--- src/rtl/spill_gen_pkg.sv ---
// Shared definitions for the spill/live timing generator.
package spill_gen_pkg;

  localparam int unsigned SG_LEN_W = 32;
  localparam int unsigned SG_CNT_W = 12;

  typedef enum logic [1:0] {
    SG_IDLE = 2'd0,
    SG_ON   = 2'd1,
    SG_OFF  = 2'd2
  } sg_state_e;

endpackage

--- src/rtl/spill_gen_timer.sv ---
// Loadable down-counter with a terminal-count flag; shared by the ON and OFF phases.
module spill_gen_timer
  import spill_gen_pkg::*;
#(
  parameter int unsigned LEN_W = SG_LEN_W
) (
  input  logic             clk,
  input  logic             rst_n,
  input  logic             load,
  input  logic [LEN_W-1:0] load_val,
  output logic             tc_c
);

  logic [LEN_W-1:0] count_q;
  logic [LEN_W-1:0] count_d;

  // Stops at zero so a stale phase never wraps.
  always_comb begin
    count_d = count_q;
    if (load) begin
      count_d = load_val;
    end else if (count_q != '0) begin
      count_d = count_q - LEN_W'(1);
    end
  end

  always_ff @(posedge clk or negedge rst_n) begin
    if (!rst_n) begin
      count_q <= '0;
    end else begin
      count_q <= count_d;
    end
  end

  assign tc_c = (count_q == '0);

endmodule

--- src/rtl/spill_gen.sv ---
// Spill/live timing generator: start pulse, live gate for on_len cycles, gap of off_len cycles.
module spill_gen
  import spill_gen_pkg::*;
#(
  parameter int unsigned LEN_W = SG_LEN_W,
  parameter int unsigned CNT_W = SG_CNT_W
) (
  input  logic             clk,
  input  logic             system_rst_n,
  input  logic             enable,
  input  logic             live_enabled,
  input  logic [LEN_W-1:0] on_len,
  input  logic [LEN_W-1:0] off_len,
  input  logic             gen_clr,
  output logic             out_start,
  output logic             out_end,
  output logic             live,
  output logic             busy,
  output logic [CNT_W-1:0] gen_cnt
);

  sg_state_e        state_q, state_d;
  logic [LEN_W-1:0] off_len_q, off_len_d;
  logic             start_q, start_d;
  logic             end_q, end_d;
  logic             live_q, live_d;
  logic             busy_q, busy_d;
  logic [CNT_W-1:0] gen_cnt_q, gen_cnt_d;

  logic             tmr_load;
  logic [LEN_W-1:0] tmr_val;
  logic             tmr_tc_c;
  logic             go_c;
  logic [LEN_W-1:0] on_load_c;
  logic [LEN_W-1:0] off_load_c;

  assign go_c       = enable && live_enabled;
  // A zero length behaves like one cycle.
  assign on_load_c  = (on_len == '0) ? '0 : on_len - LEN_W'(1);
  assign off_load_c = (off_len_q == '0) ? '0 : off_len_q - LEN_W'(1);

  spill_gen_timer #(.LEN_W(LEN_W)) u_timer (
    .clk      (clk),
    .rst_n    (system_rst_n),
    .load     (tmr_load),
    .load_val (tmr_val),
    .tc_c     (tmr_tc_c)
  );

  always_comb begin
    state_d   = state_q;
    off_len_d = off_len_q;
    tmr_load  = 1'b0;
    tmr_val   = on_load_c;
    start_d   = 1'b0;
    end_d     = 1'b0;
    gen_cnt_d = gen_cnt_q;

    case (state_q)
      SG_IDLE: begin
        if (go_c) begin
          state_d   = SG_ON;
          tmr_load  = 1'b1;
          off_len_d = off_len;
          start_d   = 1'b1;
        end
      end
      SG_ON: begin
        if (tmr_tc_c) begin
          state_d  = SG_OFF;
          tmr_load = 1'b1;
          tmr_val  = off_load_c;
          end_d    = 1'b1;
        end
      end
      SG_OFF: begin
        if (tmr_tc_c) begin
          if (go_c) begin
            state_d   = SG_ON;
            tmr_load  = 1'b1;
            off_len_d = off_len;
            start_d   = 1'b1;
          end else begin
            state_d = SG_IDLE;
          end
        end
      end
      default: state_d = SG_IDLE;
    endcase

    // Saturating spill count; a clear coinciding with a start counts that start.
    if (gen_clr) begin
      gen_cnt_d = start_d ? CNT_W'(1) : '0;
    end else if (start_d && (gen_cnt_q != {CNT_W{1'b1}})) begin
      gen_cnt_d = gen_cnt_q + CNT_W'(1);
    end

    live_d = (state_d == SG_ON);
    busy_d = (state_d != SG_IDLE);
  end

  always_ff @(posedge clk or negedge system_rst_n) begin
    if (!system_rst_n) begin
      state_q   <= SG_IDLE;
      off_len_q <= '0;
      start_q   <= 1'b0;
      end_q     <= 1'b0;
      live_q    <= 1'b0;
      busy_q    <= 1'b0;
      gen_cnt_q <= '0;
    end else begin
      state_q   <= state_d;
      off_len_q <= off_len_d;
      start_q   <= start_d;
      end_q     <= end_d;
      live_q    <= live_d;
      busy_q    <= busy_d;
      gen_cnt_q <= gen_cnt_d;
    end
  end

  assign out_start = start_q;
  assign out_end   = end_q;
  assign live      = live_q;
  assign busy      = busy_q;
  assign gen_cnt   = gen_cnt_q;

endmodule

--- config.mk ---
export PLATFORM = sky130hd
export DESIGN_NAME = spill_gen
export DESIGN_NICKNAME = d
export VERILOG_FILES = /design/src/rtl/spill_gen_pkg.sv /design/src/rtl/spill_gen_timer.sv /design/src/rtl/spill_gen.sv
export SDC_FILE = /design/constraint.sdc
export NUM_CORES = 1
export LEC_CHECK = 0
export ABC_CLOCK_PERIOD_IN_PS = 3500
export BUFFER_PORTS_ARGS = -buffer_cell sky130_fd_sc_hd__buf_4
export CAP_MARGIN = 0
export CORE_UTILIZATION = 52
export DETAILED_ROUTE_END_ITERATION = 12
export PLACE_DENSITY_LB_ADDON = 0.08
export SYNTH_ARGS = -nofsm -noshare
export SYNTH_HDL_FRONTEND = slang
export SYNTH_HIERARCHICAL = 1
export SYNTH_SLANG_ARGS = --single-unit
--- constraint.sdc ---
create_clock -name clk -period 3.5 [get_ports clk]
set_input_delay 0.175 -clock clk [delete_from_list [all_inputs] [get_ports clk]]
set_output_delay 0.175 -clock clk [all_outputs]
set_load 0.03 [all_outputs]
==> results.tsv <==
metric	value	unit
status	complete, but fails checks	
violated checks	hold timing	
worst hold path class	input port to async pin	
clock sink count	82	
I/O Buffers	84	
Vias	5198	
Post-synth EDFFs	0	
initial core utilization	54.0	%
largest net degree at the start of global routing	83	
Post-Syn Area	0.00560	mm^2
RSZ-0062 raised after global routing	no	
worst slew pin tran	1.04	ns
Num CTS Buffers	9	
via/cell ratio	5.79	
fin cells	898	
warnings from Yosys	6	
final setup violation count	0	
antenna-violating nets left	0	
Main synth FF type	dfrtp_1	
most frequent cells in the layout	nand2_1, buf_4, dfrtp_1	
vias in the first global route	4900	
clock root buffer	clkbuf_8	
post-synthesis cell count	670	
Resize count post-CTS	0	
# hold bufs at CTS	8	
post-synth top area share	36.7	%
Yosys top cell by area	dfrtp_1	
fin. max-slew vios	0	
DRC viols	0	
routability congestion estimate	0.881	
DR iter-0 viols	279	
power per cell area	280	mW/mm^2
layout cell share with drive strength beyond 1	18.1	%
max_cap viols	0	
die area	0.0112	mm^2
CP endpoint kind	flip-flop	
die width	106	um
Final Hold Slack	-0.00407	ns
H-tree depth reported by CTS	3	
Final Hold Viols	4	
worst-case clock buffer depth	2	
clock period minus worst slack	3.16	ns
total power	1840	uW
critical path class	flip-flop to flip-flop	
# IOs	85	
Tcrit/Tclk final	90.3	%
Critical Path AT	3.46	ns
first-pass GRT wire length	24.0	mm
nets@finish	830	
#FFs+latches synth	82	
top post-synthesis cells by area	dfrtp_1, nand2_1, xnor2_1	
fill cell count	945	
CP required	3.80	ns
CTS clock-pin slew for the worst setup and hold paths	0.08	ns
Final Skew	0.00694	ns
multi-input logic area	0.00331	mm^2
GR Overflow Total	0	
Slew headroom	30.6	%
gr usage total	27.1	%
standby leakage power	0.00260	uW
Final TNS setup	0	ns
Core Region	0.0104	mm^2
sequential standard cell area	0.00205	mm^2
Synth async-reset ratio	100	%
height of the die	106	um
wire length per cell	16.4	um
Syn Area/Cell	8.35	um^2
post-synthesis sequential area ratio	36.7	%
CTS tree	yes	
initial antenna violation count	0	
unique cell type count in the Yosys netlist	62	
Net Count, Synth	743	
drt first pass iters	6	
DRT Wirelength	14.7	mm
fmax	0.316	GHz
Skew-Pair Late Insertion Delay	0.35	ns
post-CTS repair timing setup buffer count	0	
leading cell type in the layout, fill and taps excluded	nand2_1	
maximum vdd drop	192	uV
synth-to-layout area growth	17.8	%
Antenna diodes	0	
num rows	37	
Final HPWL DP	10.9	mm
Max Fanout on Critical Path	44	
post-placement cell count	874	
CP Launch Type	flip-flop	
[routing by layer]
layer  routed length [um]  track usage (%)  share of wire (%)  up-vias
met5                    0                0                  0        -
met2                 6960             44.2                 47      149
met3                  591             2.66                4.0       17
met1                 6970             38.2                 47     2474
li1                     -                -                  -     2558
met4                  230             7.94                1.6        0
[cells by family (layout without fill, tap and decap cells)]
kind of cell	count (synthesis)	after routing	synth area share, %
mux	3	3	0.559
buf+inv	46	138	4.25
flops	82	82	36.7
simple gates	360	360	33.5
compound gates	91	91	11.0
xor+xnor	84	84	13.1
fa+ha+maj	4	4	0.894
[cell type report]
type	count	area share (%)
tap	136	2.58
sequential	82	31.1
clock buffer	12	2.35
clock inverter	4	0.398
timing repair buffer	108	12.6
inverter	14	0.797
multi-input combinational	542	50.2
[Yosys cell counts (3+ instances only)]
cell and instances:
buf_6 5, a31oi_1 3, o31ai_1 14, nor4_1 30
or4_1 11, nand2_1 146, nand4_1 11, nor3_1 37
nand3b_1 3, o31a_1 3, xnor2_1 61, dfrtp_1 82
nor4_4 3, nand4b_1 3, and4_1 3, nand3_1 22
nor3b_1 7, nor4b_1 4, or4_4 5, clkbuf_1 18
buf_2 4, nor2_1 45, o21ai_0 19, nand2b_1 5
inv_1 13, or2_2 3, o22ai_1 28, o211ai_1 3
or3_1 9, xor2_1 23, a21oi_1 4, ha_1 4
[path summary, 6_finish.rpt]
path	slack (ns)	from	cells past startpoint	end
max in group asynchronous	2.83	system_rst_n	1	off_len_q[20]
setup reg to reg	0.34	u_timer/count_q[0]	13	off_len_q[24]
hold reg to reg	0.52	off_len_q[30]	2	off_len_q[30]
min in group clk	0.01	off_len[13]	3	off_len_q[13]
setup / recovery	0.34	u_timer/count_q[0]	13	off_len_q[24]
hold / removal	-0.004	system_rst_n	1	u_timer/count_q[26]
[flip-flops by register name (all words and copies together) (netlist names)]
register	count
off_len_q	32
u_timer/count_q	32
gen_cnt	12
state_q	2
busy	1
live	1
out_end	1
out_start	1
[worst max-delay path, cell delays in order (launching register included)]
cell and delay [ns]:
dfrtp_1 0.42, inv_1 0.09, ha_1 0.16, nor4b_1 0.30, and4_1 0.34, nand4_1 0.18, inv_2 0.14, nor2b_1 0.05
or3_1 0.36, buf_4 0.28, inv_1 0.23, buf_4 0.34, nand2_1 0.11, nand2_1 0.07
[through the flow]
step           hold WS (ns)  setup slack, ns  cell area [um^2]  utilization, %
4_1_cts            0.000826            0.339              6590            63.6
5_1_grt             0.00473           0.0802              6590            63.6
3_3_place_gp          0.364            0.433              6330            61.1
2_1_floorplan        -0.121          0.00962              5600               -
3_5_place_dp          0.367            0.364              6330            61.1
6_report           -0.00407            0.340              6590            63.6
[where the power goes]
| part | total [uW] | internal, uW | switching [uW] | leakage, uW |
|---|---|---|---|---|
| clock | 638 | 296 | 342 | 0.0000924 |
| combinational | 225 | 108 | 117 | 0.00155 |
| sequential | 981 | 961 | 20.2 | 0.000956 |
| total | 1840 | 1360 | 479 | 0.00260 |
No activity file was read; power rests on OpenSTA's default activity.
